<file path="src/rtl/definitions.sv">
// Shared types for the host-side FPU instruction path: operations, float/flag
// layouts, the instruction word and the issuer's response record.
package definitions;

  typedef enum logic [2:0] {
    FPU_ADD  = 3'd0,
    FPU_SUB  = 3'd1,
    FPU_MUL  = 3'd2,
    FPU_DIV  = 3'd3,
    FPU_SQRT = 3'd4
  } fpu_op_t;

  typedef enum logic [1:0] {
    RND_NEAREST = 2'd0,
    RND_ZERO    = 2'd1,
    RND_UP      = 2'd2,
    RND_DOWN    = 2'd3
  } round_mode_t;

  typedef struct packed {
    logic       sign;
    logic [7:0] exponent;
    logic [22:0] mantissa;
  } float_t;

  typedef struct packed {
    logic zero;
    logic inf;
    logic qnan;
    logic snan;
    logic divbyzero;
    logic overflow;
    logic underflow;
    logic inexact;
  } flags_t;

  typedef struct packed {
    fpu_op_t     fpu_op;
    round_mode_t rnd_mode;
    float_t      operand;
  } fpu_instruction_t;

  typedef enum logic [1:0] {
    IDLE  = 2'd0,
    ISSUE = 2'd1,
    WAIT  = 2'd2,
    RESP  = 2'd3
  } issuer_state_t;

  typedef struct packed {
    fpu_op_t op;
    float_t  result;
    flags_t  flags;
  } fpu_rsp_t;

  localparam float_t QNAN = 32'h7FC0_0000;

  // Response used whenever the core cannot supply a real result.
  function automatic fpu_rsp_t qnan_rsp(input fpu_op_t op);
    fpu_rsp_t r;
    r = '0;
    r.op = op;
    r.result = QNAN;
    r.flags.qnan = 1'b1;
    return r;
  endfunction

endpackage

</file>
<file path="src/rtl/fpu_instr_fifo.sv">
// Synchronous FIFO of FPU instruction words; pointers carry one extra wrap bit
// so full and empty are distinguishable without a separate counter.
module fpu_instr_fifo
  import definitions::*;
#(
  parameter int DEPTH = 4
) (
  input  logic             clk,
  input  logic             rst_n,
  input  logic             push,
  input  logic             pop,
  input  fpu_instruction_t wdata,
  output fpu_instruction_t rdata,
  output logic             full,
  output logic             empty
);

  localparam int AW = $clog2(DEPTH);

  fpu_instruction_t mem [DEPTH];
  logic [AW:0]      wr_ptr;
  logic [AW:0]      rd_ptr;

  assign empty = (wr_ptr == rd_ptr);
  assign full  = (wr_ptr[AW] != rd_ptr[AW]) && (wr_ptr[AW-1:0] == rd_ptr[AW-1:0]);
  assign rdata = mem[rd_ptr[AW-1:0]];

  always_ff @(posedge clk or negedge rst_n) begin
    if (!rst_n) begin
      wr_ptr <= '0;
      rd_ptr <= '0;
    end else begin
      if (push && !full) wr_ptr <= wr_ptr + 1'b1;
      if (pop && !empty) rd_ptr <= rd_ptr + 1'b1;
    end
  end

  always_ff @(posedge clk) begin
    if (push && !full) mem[wr_ptr[AW-1:0]] <= wdata;
  end

endmodule

</file>
<file path="src/rtl/fpu_cmd_issuer.sv">
// Buffers host FPU instructions, issues them one at a time to the core and
// returns result/flags to the host; tracks sticky flags and core hangs.
module fpu_cmd_issuer
  import definitions::*;
#(
  parameter int DEPTH   = 4,
  parameter int TIMEOUT = 64
) (
  input  logic        clk,
  input  logic        rst_n,
  input  logic        in_valid,
  output logic        in_ready,
  input  logic [36:0] in_instr,
  output logic        fpu_start,
  output logic [36:0] fpu_instr,
  input  logic        fpu_done,
  input  logic [31:0] fpu_result,
  input  logic [7:0]  fpu_flags,
  output logic        rsp_valid,
  input  logic        rsp_ready,
  output logic [31:0] rsp_result,
  output logic [7:0]  rsp_flags,
  output logic [2:0]  rsp_op,
  output logic [7:0]  sticky_flags,
  input  logic        sticky_clr,
  output logic        timeout_err,
  output logic        busy
);

  localparam int CW = $clog2(TIMEOUT) + 1;
  // Last WAIT count at which a missing done forces the qNaN response.
  localparam logic [CW-1:0] CNT_LAST = CW'(TIMEOUT - 2);

  issuer_state_t    state;
  issuer_state_t    next_state;
  fpu_instruction_t head;
  fpu_instruction_t instr_q;
  fpu_rsp_t         rsp_q;
  flags_t           sticky_q;
  logic [CW-1:0]    cnt;
  logic             fifo_full;
  logic             fifo_empty;
  logic             pop;
  logic             op_valid;
  logic             load_core;
  logic             load_qnan;
  logic             timed_out;
  logic             rsp_fire;

  fpu_instr_fifo #(.DEPTH(DEPTH)) u_fifo (
    .clk   (clk),
    .rst_n (rst_n),
    .push  (in_valid && !fifo_full),
    .pop   (pop),
    .wdata (in_instr),
    .rdata (head),
    .full  (fifo_full),
    .empty (fifo_empty)
  );

  assign op_valid = (head.fpu_op <= FPU_SQRT);
  assign rsp_fire = rsp_valid && rsp_ready;

  always_ff @(posedge clk or negedge rst_n) begin
    if (!rst_n) state <= IDLE;
    else        state <= next_state;
  end

  always_comb begin
    next_state = state;
    pop        = 1'b0;
    fpu_start  = 1'b0;
    load_core  = 1'b0;
    load_qnan  = 1'b0;
    timed_out  = 1'b0;
    case (state)
      IDLE: begin
        if (!fifo_empty) next_state = ISSUE;
      end
      ISSUE: begin
        pop = 1'b1;
        if (op_valid) begin
          fpu_start  = 1'b1;
          next_state = WAIT;
        end else begin
          load_qnan  = 1'b1;
          next_state = RESP;
        end
      end
      WAIT: begin
        if (fpu_done) begin
          load_core  = 1'b1;
          next_state = RESP;
        end else if (cnt == CNT_LAST) begin
          load_qnan  = 1'b1;
          timed_out  = 1'b1;
          next_state = RESP;
        end
      end
      RESP: begin
        if (rsp_ready) next_state = fifo_empty ? IDLE : ISSUE;
      end
      default: next_state = IDLE;
    endcase
  end

  // Instruction hold register, timeout counter, response and sticky state.
  always_ff @(posedge clk or negedge rst_n) begin
    if (!rst_n) begin
      instr_q     <= '0;
      rsp_q       <= '0;
      cnt         <= '0;
      sticky_q    <= '0;
      timeout_err <= 1'b0;
    end else begin
      if (state == ISSUE) begin
        instr_q <= head;
        cnt     <= '0;
      end else if (state == WAIT) begin
        cnt <= cnt + 1'b1;
      end
      if (load_core) begin
        rsp_q.op     <= instr_q.fpu_op;
        rsp_q.result <= fpu_result;
        rsp_q.flags  <= fpu_flags;
      end else if (load_qnan) begin
        rsp_q <= qnan_rsp((state == ISSUE) ? head.fpu_op : instr_q.fpu_op);
      end
      if (timed_out) timeout_err <= 1'b1;
      if (sticky_clr)    sticky_q <= rsp_fire ? rsp_q.flags : '0;
      else if (rsp_fire) sticky_q <= sticky_q | rsp_q.flags;
    end
  end

  // During ISSUE the head is shown directly so the core sees it with fpu_start.
  assign fpu_instr    = (state == ISSUE) ? head : instr_q;
  assign in_ready     = !fifo_full;
  assign rsp_valid    = (state == RESP);
  assign rsp_result   = rsp_q.result;
  assign rsp_flags    = rsp_q.flags;
  assign rsp_op       = rsp_q.op;
  assign sticky_flags = sticky_q;
  assign busy         = (state != IDLE) || !fifo_empty;

endmodule

</file>
<file path="config.mk">
export PLATFORM = sky130hd
export DESIGN_NAME = fpu_cmd_issuer
export DESIGN_NICKNAME = d
export VERILOG_FILES = /design/src/rtl/definitions.sv /design/src/rtl/fpu_instr_fifo.sv /design/src/rtl/fpu_cmd_issuer.sv
export SDC_FILE = /design/constraint.sdc
export NUM_CORES = 1
export LEC_CHECK = 0
export CAP_MARGIN = 20
export CORE_MARGIN = 4
export CORE_UTILIZATION = 44
export DETAILED_ROUTE_END_ITERATION = 16
export PLACE_DENSITY = 0.71
export SLEW_MARGIN = 25
export SYNTH_ARGS = -nofsm -noshare
export SYNTH_HDL_FRONTEND = slang
export SYNTH_SLANG_ARGS = --single-unit
</file>
<file path="constraint.sdc">
create_clock -name clk -period 2.4 [get_ports clk]
set_clock_uncertainty 0.1 [all_clocks]
set_input_delay 0.36 -clock clk [delete_from_list [all_inputs] [get_ports clk]]
set_output_delay 0.36 -clock clk [all_outputs]
set_load 0.05 [all_outputs]
</file>
# After elaboration in Yosys (flattened, before gate mapping)
# Memory sizes are Yosys's and may differ from the RTL's.
# Cells that the tools add are included.
# classes
add_sub_neg,3
order_cmp,1
eq_ne,10
muxes,28
n_bitwise,1
reduce_logical,14
# op_table
operator,n
two-way mux 43 bit,2
two-way mux 37 bit,1
two-way mux 8 bit,3
two-way mux 7 bit,2
two-way mux 1 bit,13
two-way mux 2 bit,4
bitwise OR 8 bit,1
one-hot mux 2 bit (4 select lines),1
nonzero test 2 bit,4
"adder 7 x 1 -> 7 bit, second input constant",1
"equality test 7 x 6 -> 1 bit, second input constant",1
"adder 3 x 1 -> 3 bit, second input constant",2
logical AND 1 bit,5
"equality test 2 bit, second input constant",2
equality test 3 bit,1
"less-or-equal comparator 3 bit, second input constant",1
two-way mux 3 bit,1
"inequality test 3 bit, second input constant",1
AND reduction 3 bit,1
"equality test 2 x 1 -> 1 bit, second input constant",1
equality test 2 bit,1
zero test 1 bit,2
zero test 2 bit,1
"inequality test 2 x 1 -> 1 bit, second input constant",1
4 further kinds,4
# word_totals
register_bits,104
ram_bits,148
input_bits,83
out_inout_bits,93
elab_cells,88
n_memories,1
# memory_table
memory,depth,width,rd,rd_clocked_by_memory_dff,write_ports,line_no,rtl
u_fifo.mem,4,37,1,0,1,fpu_instr_fifo.sv:20,fpu_instruction_t mem [DEPTH];

# Longest topological paths before layout
# Gate-level depths: netlist (run 1).
# depth
word_depth,7
ltp_mapped,8
depth_no_buf,7

# Hierarchy
# From an unflattened synthesis (run 1), not the netlist that was laid out.
# hier_totals
cells_unflattened,538
area_unflattened_um2,9800.6
# by_module_without_submodules
mod,n_inst,cells_each,area_each_um2,seq_area_each_um2
fpu_instr_fifo,1,243,5836.8,4594.4
fpu_cmd_issuer,1,295,3963.8,2452.4

# Least setup slack after synthesis (run 1)
# No wires, ideal clock.
# synth_path
path_type,reg2reg
from,register u_fifo.rd_ptr[0]
to,memory u_fifo.mem[3][0] (netlist bit) (enable)
setup_time_ps,399
t_arrival_ps,2401
t_required_ps,1901
slack_ps,-500
stages_incl_launch_ff,6
n_path_buf,2
period_less_slack_ps,2900
path_cell_list,dfrtp_1 > buf_2 > buf_4 > xnor2_1 > nand3b_1 > and3_1
# synth_between
elab_chain_len,7
# synth_rtl
item,line_no,rtl
start: declaration,fpu_instr_fifo.sv:22,logic [AW:0] rd_ptr;
start signal: assignment,fpu_instr_fifo.sv:34,if (pop && !empty) rd_ptr <= rd_ptr + 1'b1;
equality test 2 bit *,fpu_instr_fifo.sv:25,assign full = (wr_ptr[AW] != rd_ptr[AW]) && (wr_ptr[AW-1:0] == rd_ptr[AW-1:0]);
logical AND 1 bit *,fpu_instr_fifo.sv:25,
zero test 1 bit *,n/a,
named net in_ready,fpu_cmd_issuer.sv:12,"output logic in_ready,"
logical AND 1 bit,fpu_cmd_issuer.sv:53,".push (in_valid && !fifo_full),"
logical AND 1 bit *,fpu_instr_fifo.sv:39,if (push && !full) mem[wr_ptr[AW-1:0]] <= wdata;
two-way mux 1 bit *,fpu_instr_fifo.sv:39,
two-way mux 1 bit (not written as such) *,fpu_instr_fifo.sv:39,
end: declaration,fpu_instr_fifo.sv:20,
# The timed path passes the listed nets; every way through them passes the cells marked *.

# Final worst setup path (run 1)
# layout_path
from,register u_fifo.rd_ptr[0]
to,output port fpu_instr[21]
# layout_between
elab_chain_len,2
# layout_rtl
item,line_no,rtl
memory read (4 x 37 bit),n/a,
two-way mux 37 bit,fpu_cmd_issuer.sv:136,assign fpu_instr = (state == ISSUE) ? head : instr_q;
end: declaration,fpu_cmd_issuer.sv:15,"output logic [36:0] fpu_instr,"
# No other way between the ends.

==> impl_results.md, run 1 <==
* Run status: complete, but fails checks
* Failing checks: negative setup slack
* Sw Ratio at 39.93%
* Routed WL per cell at 20.22 um
* Crit start category: flip-flop
* Reg2reg setup slack at 90 ps
* Internal at 12.91 mW
* FILL cells at 1588
* Root Buffer: clkbuf_16
* First-pass GRT wire length at about 35000 um
* Arr. time, crit path at ~2200 ps
* Final Util at about three fifths
* Sequential area share after synthesis at a little under three quarters
* Register share of total power at 30.9%
* Initial core utilization at 44.86%
* P_sw at 8.579 mW
* Peak fanout along the critical path at 7
* Post-DRT Antenna Nets at 0
* Power Density at 1597 nW/um2
* Buffers added on ports at around 180
* GPL Wtd Cong at 0.9169
* Crit path time final at 2655 ps
* Count leader, synth: edfxtp_1
* Power Total at between 20 and 25 mW
* Fin crit share at 110.6%
* Worst EP required at 1940 ps
* Final hold vios at 0
* EDFF count, synth at 148
* Drt via density at between 5 and 6
* CTS tree: built
* Yosys warnings at 0
* CTS H-Tree Depth at 1
* R2r endpoint: u_fifo.mem[2][13]
* Clk_lat worst skew at around 540 ps
* Leakage at 5.170 nW
* Syn Area/Cell at between 15 and 20 um2
* Leading area contributor after synthesis: edfxtp_1
* Dpl cell area at ~12000 um2
* Width of the die at 157.2 um
* Combinational Power Share at 52.2%
* Library cells used by synthesis at 37
* CP Capture Type: primary output
* Boundary Pins at 176
* Fin nets at 917
* GR Overflow Total at 0
* Crit Path Category: flip-flop to primary output
* Row count at between 50 and 60
* CP Capture Point: fpu_instr[21]
* Syn_nets at between 600 and 700
* Synth Register Bits at about 250
* Fin. max-slew vios at 0
* WL final at 22680 um
* Clock power frac at 16.9%
* Clock Path Buffers at 3
* Upper clock frequency limit at 376.6 MHz
* Async S/R FF share, synth at 41.27%
* Area growth from synthesis to layout at 37.47%
* Vias in the first global route at 6384
* Share of cells above drive strength 1 at 25.42%
* Final setup violation count at 38
* Inserted Clock Buffers at 26
* Max_slew headroom at 62.62%
* HPWL after DPL at 14300 um
* Synth area leaders: edfxtp_1 (45%), dfrtp_1 (27%), mux4_2 (8.5%)
* Core Box Area at 21820 um2
* Antenna Cells at 0
* Reg-to-Reg Start: u_fifo.rd_ptr[0]
* CP Launch Point: u_fifo.rd_ptr[0]
* CTS clk-pin slew, worst paths at 60 ps
* Cells after Synth at 603
* DRC viols at 0
* Commonest cells in the synthesized netlist: edfxtp_1 (148), dfrtp_1 (104), nand2_1 (76)
* Worst slew pin tran at 558.9 ps
* Die height at 157.2 um
* Max cap viols at 0
* Final setup margin at -255.3 ps
* Initial antenna violation count at 1
* Ys flop type: edfxtp_1
* Total Die Area at 24700 um2
* HP Class: input port to async pin
* Clock sink total at around 250
* R2R cell count at 8
* RSZ-0062 raised after global routing: true
* Routed vias at 5917
* Overall routing resource usage at 18.28%
* First-pass iteration count of the detailed router at 5
* Design Area, Final at 13460 um2
* Largest net degree at the start of global routing at 58
* Synth top area share at 45.40%
* Max VDD drop at about 1.3 mV
* Mapped Area at 9789 um2
* Initial DRC count at 338
worst min-delay path by stage:
| stage | start | endpoint | slack, ps | cells after the start |
|---|---|---|---|---|
| finish | rst_n | instr_q[4] | 240 | 2 |
| global route | rst_n | u_fifo.wr_ptr[0] | 270 | 2 |
| CTS | rst_n | u_fifo.wr_ptr[0] | 250 | 2 |
| detailed placement | rst_n | sticky_flags[6] | 260 | 1 |
| global placement | rst_n | sticky_flags[6] | 250 | 1 |
| floorplan | rst_n | cnt[0] | -40 | 0 |
flip-flops by register name (all words and copies together), names as in the netlist:
| name | count |
|---|---|
| u_fifo.mem | 148 |
| rsp_op | 3 |
| cnt | 7 |
| u_fifo.wr_ptr | 3 |
| instr_q | 37 |
| sticky_flags | 8 |
| timeout_err | 1 |
| u_fifo.rd_ptr | 3 |
| rsp_result | 32 |
| rsp_flags | 8 |
| state | 2 |
metal layers:
metal | share of wire (%) | global-route usage (%)
met5 | 0.053 | 0
met4 | 1.7 | 3.687
met3 | 9.4 | 5.032
met2 | 48 | 30.33
met1 | 41 | 24.63
power by group through the flow:
| stage | logic, mW | clock network (mW) | registers [mW] |
|---|---|---|---|
| global route | 11.8 | 3.96 | 6.76 |
| floorplan | 5.36 | 0 | 7.61 |
| detailed placement | 9.53 | 0 | 6.69 |
| finish | 11.2 | 3.63 | 6.64 |
| global placement | 9.39 | 0 | 6.60 |
| CTS | 11.0 | 3.74 | 6.64 |
through the flow:
stage | hold WS, ps | std cells | worst slack, ps | TNS [ps]
finish | 241.4 | 1122 | -255.3 | -8186
global route | 270.4 | 1122 | -331.0 | -11500
CTS | 246.2 | 1112 | -285.6 | -9731
detailed placement | 260.5 | 1053 | 202.9 | 0
global placement | 249.6 | 1053 | 238.4 | 0
floorplan | -35.59 | 603 | -112.4 | -12470
cells in the final DEF (no fill, tap or decap), types with 2 or more instances in the layout:
| cell | count |
|---|---|
| dfrtp_2 | 2 |
| buf_12 | 14 |
| nor2_1 | 21 |
| xor2_1 | 2 |
| nand2_1 | 75 |
| nand2b_1 | 4 |
| a21oi_1 | 4 |
| clkinv_1 | 2 |
| o22ai_1 | 4 |
| dfrtp_1 | 101 |
| and3_2 | 3 |
| buf_4 | 25 |
| mux2_4 | 33 |
| clkbuf_1 | 13 |
| nand3b_1 | 2 |
| xnor2_1 | 6 |
| clkdlybuf4s50_1 | 133 |
| nor2b_1 | 2 |
| mux2_2 | 7 |
| mux2i_1 | 6 |
| ha_1 | 10 |
| nand3_1 | 6 |
| o21ai_0 | 40 |
| and2_1 | 4 |
| buf_16 | 3 |
| clkbuf_16 | 27 |
| inv_1 | 19 |
| edfxtp_1 | 148 |
| buf_6 | 23 |
| nor3_1 | 12 |
| nor2b_4 | 2 |
| mux4_2 | 37 |
| o21ai_1 | 2 |
| clkinv_2 | 4 |
| o32ai_1 | 2 |
| buf_8 | 20 |
| nand4_1 | 3 |
cell families after synthesis:
group | count (synthesis) | synth area share [%]
fa+ha+maj | 12 | 1.534
buf+inv | 49 | 2.160
compound gates | 57 | 3.362
mux | 83 | 13.73
flops | 252 | 71.98
simple gates | 141 | 6.429
xor+xnor | 9 | 0.8053
critical path: stages (launching register included):
cell	delay [ps]
dfrtp_2	400
buf_6	140
buf_12	140
mux4_2	520
mux2_4	300
buf_8	150
cell type report:
type / count / area [um2] / share of cell area [%]
well taps: 280 / 350.3 / 2.603
repair buffers: 221 / 2485 / 18.46
inverters: 19 / 71.32 / 0.5299
clock buffers: 40 / 713.2 / 5.299
flip-flops and latches: 252 / 7053 / 52.41
multi-input cells: 302 / 2720 / 20.21
clock inverters: 8 / 65.06 / 0.4835
timing repair:
| action | CTS | global route |
|---|---|---|
| hold buffers | 1 | 0 |
| endpoints found under the setup margin | 39 | 41 |
| pin swaps | 0 | 2 |
| cloned | 3 | 1 |
| buffers inserted | 8 | 9 |
| gates resized for setup | 100 | 12 |
| endpoints found under the hold margin | 31 | 0 |
No activity file was read; power rests on OpenSTA's default activity.
==> run 2, diff against run 1 <==
--- a/config.mk
+++ b/config.mk
@@ -8,8 +8,11 @@
 export CAP_MARGIN = 20
 export CORE_MARGIN = 4
 export CORE_UTILIZATION = 44
+export CTS_BUF_LIST = sky130_fd_sc_hd__clkbuf_8
 export DETAILED_ROUTE_END_ITERATION = 16
+export GPL_TIMING_DRIVEN = 0
 export PLACE_DENSITY = 0.71
+export REMOVE_ABC_BUFFERS = 1
 export SLEW_MARGIN = 25
 export SYNTH_ARGS = -nofsm -noshare
 export SYNTH_HDL_FRONTEND = slang
==> run 2 against run 1 <==
Effect of this change:
- the run still ends with negative setup slack left
- final cell count increased by 1.3%
- total power decreased by 2.3%
- die area unchanged
- via count increased by 0.88%
- wire length increased by 2.4%
- utilization decreased by 0.60 points
==> impl_results.md, run 2 (synthesis results as in run 1) <==
* Max cap viols at 0 (unchanged)
* Fin. max-slew vios at 0 (unchanged)
* Crit Path Category: flip-flop to primary output (unchanged)
* Upper clock frequency limit at 370.7 MHz (was 376.6 MHz)
* Routed vias at 5969 (was 5917)
* Max_slew headroom at 53.23% (was 62.62%)
* Failing checks: negative setup slack (unchanged)
* Drt via density at 5.250 (was 5.274)
* Power Density at 1576 nW/um2 (was 1597 nW/um2)
* Final setup margin at -297.9 ps (was -255.3 ps)
* Final setup violation count at 38 (unchanged)
* Final Util at 61.07% (was 61.67%)
* Highest cell delay on the worst timing path at 510 ps (was 520 ps)
* Clk_lat worst skew at 520 ps (was 540 ps)
* HPWL after DPL at 13250 um (was 14300 um)
* RSZ-0062 raised after global routing: true (unchanged)
* Crit path time final at 2698 ps (was 2655 ps)
* Finished Layout Cells at 1137 (was 1122)
* Commonest non-fill, non-tap cell in the layout: edfxtp_1 (unchanged)
* First-pass GRT wire length at 34200 um (was 35450 um)
* CP top delay family: multiplexers (unchanged)
* Arr. time, crit path at 2240 ps (was 2200 ps)
* Root Buffer: clkbuf_8 (was clkbuf_16)
* Final hold vios at 0 (unchanged)
* Initial antenna violation count at 1 (unchanged)
* Fin nets at 922 (was 917)
* Max VDD drop at 1.067 mV (was 1.276 mV)
* Initial core utilization at 44.86% (unchanged)
* Clock sink total at 252 (unchanged)
* GPL Wtd Cong at 0.9015 (was 0.9169)
* Clock Path Buffers at 3 (unchanged)
* Initial DRC count at 359 (was 338)
* CTS clk-pin slew, worst paths at 60 ps (about the same)
* Slowest CP cell: dfrtp_4 (was mux4_2)
* Peak fanout along the critical path at 7 (unchanged)
* Width of the die at 157.2 um (unchanged)
* Crit start category: flip-flop (unchanged)
* HP Class: input port to async pin (unchanged)
* First-pass iteration count of the detailed router at 4 (was 5)
* Largest register FFs at 148 (unchanged)
* Row count at 54 (unchanged)
* Crit path cell chain: buf_12 -> buf_6 -> mux4_2 -> mux2_4 -> buf_8 (was buf_6 -> buf_12 -> mux4_2 -> mux2_4 -> buf_8)
* Total Die Area at 24700 um2 (unchanged)
* Vias in the first global route at 6378 (was 6384)
* Share of cells above drive strength 1 at 26.87% (was 25.42%)
* Inserted Clock Buffers at 40 (was 26)
* Post-DRT Antenna Nets at 0 (unchanged)
* Worst slew pin tran at 699.0 ps (was 558.9 ps)
* Routed WL per cell at 20.44 um (was 20.22 um)
* DP Cell Count at 1034 (was 1053)
* Boundary Pins at 176 (unchanged)
* CP Capture Type: primary output (unchanged)
* DRC viols at 0 (unchanged)
* Fin crit share at 112.4% (was 110.6%)
* CTS H-Tree Depth at 2 (was 1)
* Worst EP required at 1940 ps (about the same)
* Leakage at 5.176 nW (was 5.170 nW)
* Overall routing resource usage at 17.80% (was 18.28%)
* Run status: complete, but fails checks (unchanged)
* Commonest non-fill, non-tap cells in the layout: edfxtp_1 (148), clkdlybuf4s50_1 (133), dfrtp_1 (101) (unchanged)
* Bufs and invs on worst path at 3 (unchanged)
* Largest net degree at the start of global routing at 57 (was 58)
* Core Box Area at 21820 um2 (unchanged)
* WL final at 23240 um (was 22680 um)
* FILL cells at 1569 (was 1588)
* Area growth from synthesis to layout at 36.15% (was 37.47%)
* Buffers added on ports at 175 (unchanged)
* GR Overflow Total at 0 (unchanged)
* CTS tree: built (unchanged)
* Die height at 157.2 um (unchanged)
## run 2: cell count changes in the layout (fill, tap and decap cells not counted), sizes merged
cell,previous run,this run
inv,19,37
buf,85,73
clkbuf,41,48
and3,5,9
clkinv,7,4
diode,0,1
## run 2: repair_timing
item	4_1_cts	5_1_grt
pin swaps	1	8
setup buffers	20	6
gates cloned	1	4
hold buffers	1	0
endpoints found under the hold margin	48	0
endpoints found under the setup margin	225	130
gates resized for setup	311	40
## run 2: cell type report
class	count	area (um2)	share of cell area, %
diodes	1	2.502	0.01878
clock buffers	48	660.6	4.957
clock inverters	23	100.1	0.7510
inverters	19	71.32	0.5351
multi-input cells	306	2824	21.19
flip-flops and latches	252	7056	52.94
well taps	280	350.3	2.629
repair buffers	208	2263	16.98
## run 2: worst reg2reg max path, cell delays in order, from the launching register on
cell	delay, ps
dfrtp_4	550
buf_12	180
buf_4	150
nand3b_1	150
or4_4	440
o311ai_4	120
buf_8	160
buf_6	170
o21ai_0	150
## run 2: routing by layer
metal / up-vias / wire length, um / track usage, %
li1: 2683 / - / -
met1: 2999 / 9479 / 22.11
met2: 244 / 11180 / 30.63
met3: 43 / 2075 / 5.032
met4: 0 / 504 / 5.244
met5: - / 0 / 0
## run 2: per-stage QoR
step | hold WS (ps) | cell area (um2) | power (mW) | worst slack [ps] | setup TNS [ps]
CTS | 276.3 | 13110 | 20.67 | -418.3 | -11880
global placement | 349.7 | 11750 | 15.78 | -3427 | -1029270
floorplan | -35.59 | 9649 | 12.87 | -1702 | -351420
global route | 289.8 | 13330 | 22.07 | -381.6 | -12670
detailed placement | 253.6 | 11930 | 16.06 | -664.5 | -44590
finish | 292.5 | 13330 | 21.00 | -297.9 | -9395
## run 2: final timing paths
kind                            depth (start not counted)              from  slack (ps)          endpoint
worst max-delay path                                    5  u_fifo.rd_ptr[0]        -300     fpu_instr[35]
worst min-delay path                                    2             rst_n         290  u_fifo.wr_ptr[2]
worst max register to register                          8  u_fifo.rd_ptr[0]          90     rsp_result[4]
worst min register to register                          1       timeout_err         370       timeout_err
max in group asynchronous                               3             rst_n        1240    rsp_result[11]
min in group clk                                        3     fpu_result[5]         310     rsp_result[5]
## run 2: where the power goes
part	internal (mW)	leakage [nW]	switching, mW
Sequential	6.04	2.61	0.590
Clock	1.81	0.456	1.57
Combinational	4.55	2.11	6.44
Total	12.4	5.18	8.60
==> patch 1: new RTL, config.mk and constraints of run 1 <==
The 4 states of `issuer_state_t` get a one-hot encoding in 4 bits.
--- a/src/rtl/definitions.sv
+++ b/src/rtl/definitions.sv
@@ -40,11 +40,11 @@
     float_t      operand;
   } fpu_instruction_t;
 
-  typedef enum logic [1:0] {
-    IDLE  = 2'd0,
-    ISSUE = 2'd1,
-    WAIT  = 2'd2,
-    RESP  = 2'd3
+  typedef enum logic [3:0] {
+    IDLE  = 4'b0001,
+    ISSUE = 4'b0010,
+    WAIT  = 4'b0100,
+    RESP  = 4'b1000
   } issuer_state_t;
 
   typedef struct packed {
Behaviour: no difference found for any inputs over 4 cycles, from zero or initial values and one cycle with rst_n low; so few cycles prove little.
==> patch 1 against run 1 <==
  * The run still ends with negative setup slack left
  * Power shrank 7.3%
  * Cell area is 1.6% higher
  * Clock power increased by 7.7%
  * Sequential power is 3% lower
  * Register-to-register slack worse by 0.07 ns
  * Setup slack worse by 0.019 ns
  * Utilization increased by 0.80 points
  * Combinational power decreased by 15%
  * Fmax down 0.71%
  * Sequential cell count grew 2
  * Wire length is 2.0% higher
  * Sequential share of layout area decreased by 0.45 points
  * Area after synthesis rose by 0.23%
  * Largest cell class unchanged
  * Largest power group unchanged
==> patch 1: results (changes against run 1) <==
[metrics] worst slew margin relative to its limit: 62.2% (-0.41 points)
[metrics] number of cells after detailed placement: 1,048 (-0.47%)
[metrics] status: finished, violations left
[metrics] violations in the final reports: negative setup slack
[metrics] gr usage total: 18.3% (about the same)
[metrics] Post-Synthesis Net Count: 692 (-0.86%)
[metrics] switch share: 37.3% (-2.6 points)
[metrics] relative contribution of sequential cells to total power: 32.5% (+1.6 points)
[metrics] min setup slack post-route: -0.274 ns (-0.0191 ns)
[metrics] Setup violations, final: 38 (unchanged)
[metrics] vias in the first global route: 6,263 (-1.9%)
[metrics] largest fanout on the critical path: 5 (-2)
[metrics] portion of synthesized cell area occupied by the leading cell type: 45.3% (-0.10 points)
[metrics] share of post-route cells with drive strength above 1: 28.0% (+2.6 points)
[metrics] leakage power total: 5.23 nW (+1.2%)
[metrics] final HPWL from detailed placement: 13,900 µm (-2.8%)
[metrics] slowest stage cell on the critical path: sky130_fd_sc_hd__dfrtp_2
[metrics] detailed-route via count: 5,905 (-0.20%)
[metrics] pin count of the biggest net entering global routing: 45 (-22%)
[metrics] cell area reported after detailed placement: 0.0120 mm² (-0.23%)
[metrics] reported sequential group power: 6.47 mW (-3%)
[metrics] Synth area leaders: sky130_fd_sc_hd__edfxtp_1, sky130_fd_sc_hd__dfrtp_1, sky130_fd_sc_hd__mux4_2
[metrics] Starting DRT DRC Count: 346 (+2.4%)
[metrics] share of async-settable or async-resettable flops after synthesis: 41.7% (+0.46 points)
[metrics] family of cells with the greatest summed delay on the critical path: buffers and inverters
[metrics] total wire length: 23,100 µm (+2.0%)
## patch 1: cells by family (layout without fill, tap and decap cells)
kind of cell	count (synthesis)	in the layout	synth area share, %
buffers and inverters	45	289	2.03
xor gates and xnor gates	15	15	1.34
DFF	254	254	72.3
and+or+nand+nor	138	138	6.21
adders and majority gates	7	7	0.893
AOI/OAI and AO/OA	68	68	4.34
muxes	75	75	12.9
## patch 1: final timing paths
path	from	endpoint	slack, ns	depth (start not counted)
max	state[2]	fpu_instr[1]	-0.27	5
min reg2reg	timeout_err	timeout_err	0.39	1
min in group clk	fpu_result[3]	rsp_result[3]	0.29	3
min	rst_n	instr_q[31]	0.29	2
max reg2reg	u_fifo.rd_ptr[0]	rsp_result[21]	0.02	8
max in group asynchronous	rst_n	sticky_flags[6]	1.25	3
## patch 1: area by class of cell
| class | instances | area [µm²] |
|---|---|---|
| clock inverter | 17 | 145 |
| fill | 1542 | 8220 |
| clock buffer | 31 | 701 |
| inverter | 15 | 56.3 |
| multi-input combinational | 303 | 2720 |
| timing repair buffer | 226 | 2600 |
| tap | 280 | 350 |
| sequential | 254 | 7110 |
## patch 1: per-layer routing
metal	routed length [µm]	part of all wire, %	vias to the layer above	global-route usage, %
li1	-	-	2662	-
met1	9490	41	2962	23.6
met2	11000	48	249	30.9
met3	2320	10	30	5.94
met4	309	1.3	2	3.28
met5	13	0.056	-	0
## patch 1: repair_timing
item,CTS,global route
setup endpoints to repair,40,40
pin swaps,4,2
hold buffers,1,0
cloned,7,2
endpoints found under the hold margin,33,0
setup buffers,16,7
gates resized for setup,96,29
==> patch 2: new RTL, flow settings as in run 1 <==
Without the edit above. Change the parameter `TIMEOUT` from 64 to 32.
--- a/src/rtl/fpu_cmd_issuer.sv
+++ b/src/rtl/fpu_cmd_issuer.sv
@@ -4,7 +4,7 @@
   import definitions::*;
 #(
   parameter int DEPTH   = 4,
-  parameter int TIMEOUT = 64
+  parameter int TIMEOUT = 32
 ) (
   input  logic        clk,
   input  logic        rst_n,
Behaviour: no difference found for any inputs over 4 cycles, from zero or initial values and one cycle with rst_n low; that may be too few to reach the edited logic, so the function may still have changed.
==> patch 2 against run 1 <==
  * The flow still finishes with violations (negative setup slack)
  * Worst hold slack improved by 0.030 ns
  * Largest cell class unchanged
  * Fmax rose by 0.17%
  * Synthesized cell count rose by 0.33%
  * Area after synthesis fell by 0.58%
  * Sequential cell count fell by 1
  * Cell count barely moved
  * Die area fell by 0.55%
  * Cell area barely moved
  * Setup slack improved by 0.0045 ns
  * Sequential share of layout area fell by 0.20 points
  * Power rose by 2.3%
  * Wire length fell by 2.0%
==> patch 2: results (changes against run 1) <==
[metrics] share of post-route cells with drive strength above 1: 26.1% (+0.71 points)
[metrics] first drt pass iteration count: 4 (-1)
[metrics] r2r endpoint: u_fifo.mem[0][16]
[metrics] layout net count: 915 (-0.22%)
[metrics] violations in the final reports: negative setup slack
[metrics] Synth top cells by count: sky130_fd_sc_hd__edfxtp_1, sky130_fd_sc_hd__dfrtp_1, sky130_fd_sc_hd__nand2_1
[metrics] highest metal layer used by the detailed router: met4
[metrics] number of cells after detailed placement: 1,052 (-0.095%)
[metrics] Register-to-Register Setup Slack: 0.17 ns (+0.08 ns)
[metrics] worst slew margin relative to its limit: 59.4% (-3.2 points)
[metrics] Hold/Removal Path Class: input port to flip-flop
[metrics] detailed route wirelength on metal3: 1910 µm (-11%)
[metrics] status: finished, violations left
[metrics] Setup violations, final: 40 (+5.3%)
[metrics] min setup slack post-route: -0.251 ns (+0.00452 ns)
[metrics] xor and xnor area share after synthesis: 0.810% (+0.0047 points)
[metrics] gate count after technology mapping: 605 (+0.33%)
[metrics] pin count of the biggest net entering global routing: 104 (+79%)
[metrics] placer's final routability congestion estimate: 0.926 (+1.0%)
[metrics] detailed-route wire length on metal 1: 8940 µm (-3.1%)
[metrics] met1 capacity usage during global routing: 22.3% (-2.4 points)
[metrics] maximum vdd drop: 1.16 mV (-9.0%)
[metrics] Synth area leaders: sky130_fd_sc_hd__edfxtp_1, sky130_fd_sc_hd__dfrtp_1, sky130_fd_sc_hd__mux4_2
[metrics] detailed-route via count: 5,857 (-1.0%)
[metrics] share of async-settable or async-resettable flops after synthesis: 41.0% (-0.23 points)
[metrics] leakage power total: 5.18 nW (+0.19%)
[metrics] vias in the first global route: 6,328 (-0.88%)
[metrics] number of gates resized after cts: 87 (-13%)
[metrics] wire length of the first global-routing pass: 34,600 µm (-2.3%)
[metrics] area share of fa/ha/maj cells after synthesis: 1.41% (-0.12 points)
[metrics] Post-CTS Setup Inserts: 13 (+5)
[metrics] final HPWL from detailed placement: 14,200 µm (-0.55%)
[metrics] fraction of synthesized area in multiplexers: 13.2% (-0.50 points)
## patch 2: metrics by stage
step	setup TNS, ns	utilization [%]	worst slack (ns)	power (mW)	instance area, µm²
floorplan	-5.59	-	-0.0756	13.1	9750
global placement	0	54.9	0.134	16.2	12000
detailed placement	0	54.9	0.125	16.5	12000
CTS	-9.38	61.3	-0.287	22.0	13400
global route	-11.33	61.6	-0.330	23.0	13500
finish	-8.12	61.7	-0.251	22.0	13500
## patch 2: area by class of cell
type                            instances  area share, %
Tap cell                              280           2.60
Clock buffer                           33           5.26
Clock inverter                         17           1.41
Sequential cell                       251           52.2
Multi-Input combinational cell        307           20.1
Timing Repair Buffer                  217           17.9
Antenna cell                            1         0.0186
Inverter                               17          0.474
## patch 2: power groups by stage
stage                     combinational, mW  clock (mW)  sequential [mW]
final                                  11.3        4.13             6.59
after CTS                              11.2        4.24             6.58
after global placement                 9.61           0             6.59
after global routing                   11.8        4.43             6.70
after floorplan                        5.49           0             7.61
after detailed placement               9.77           0             6.68
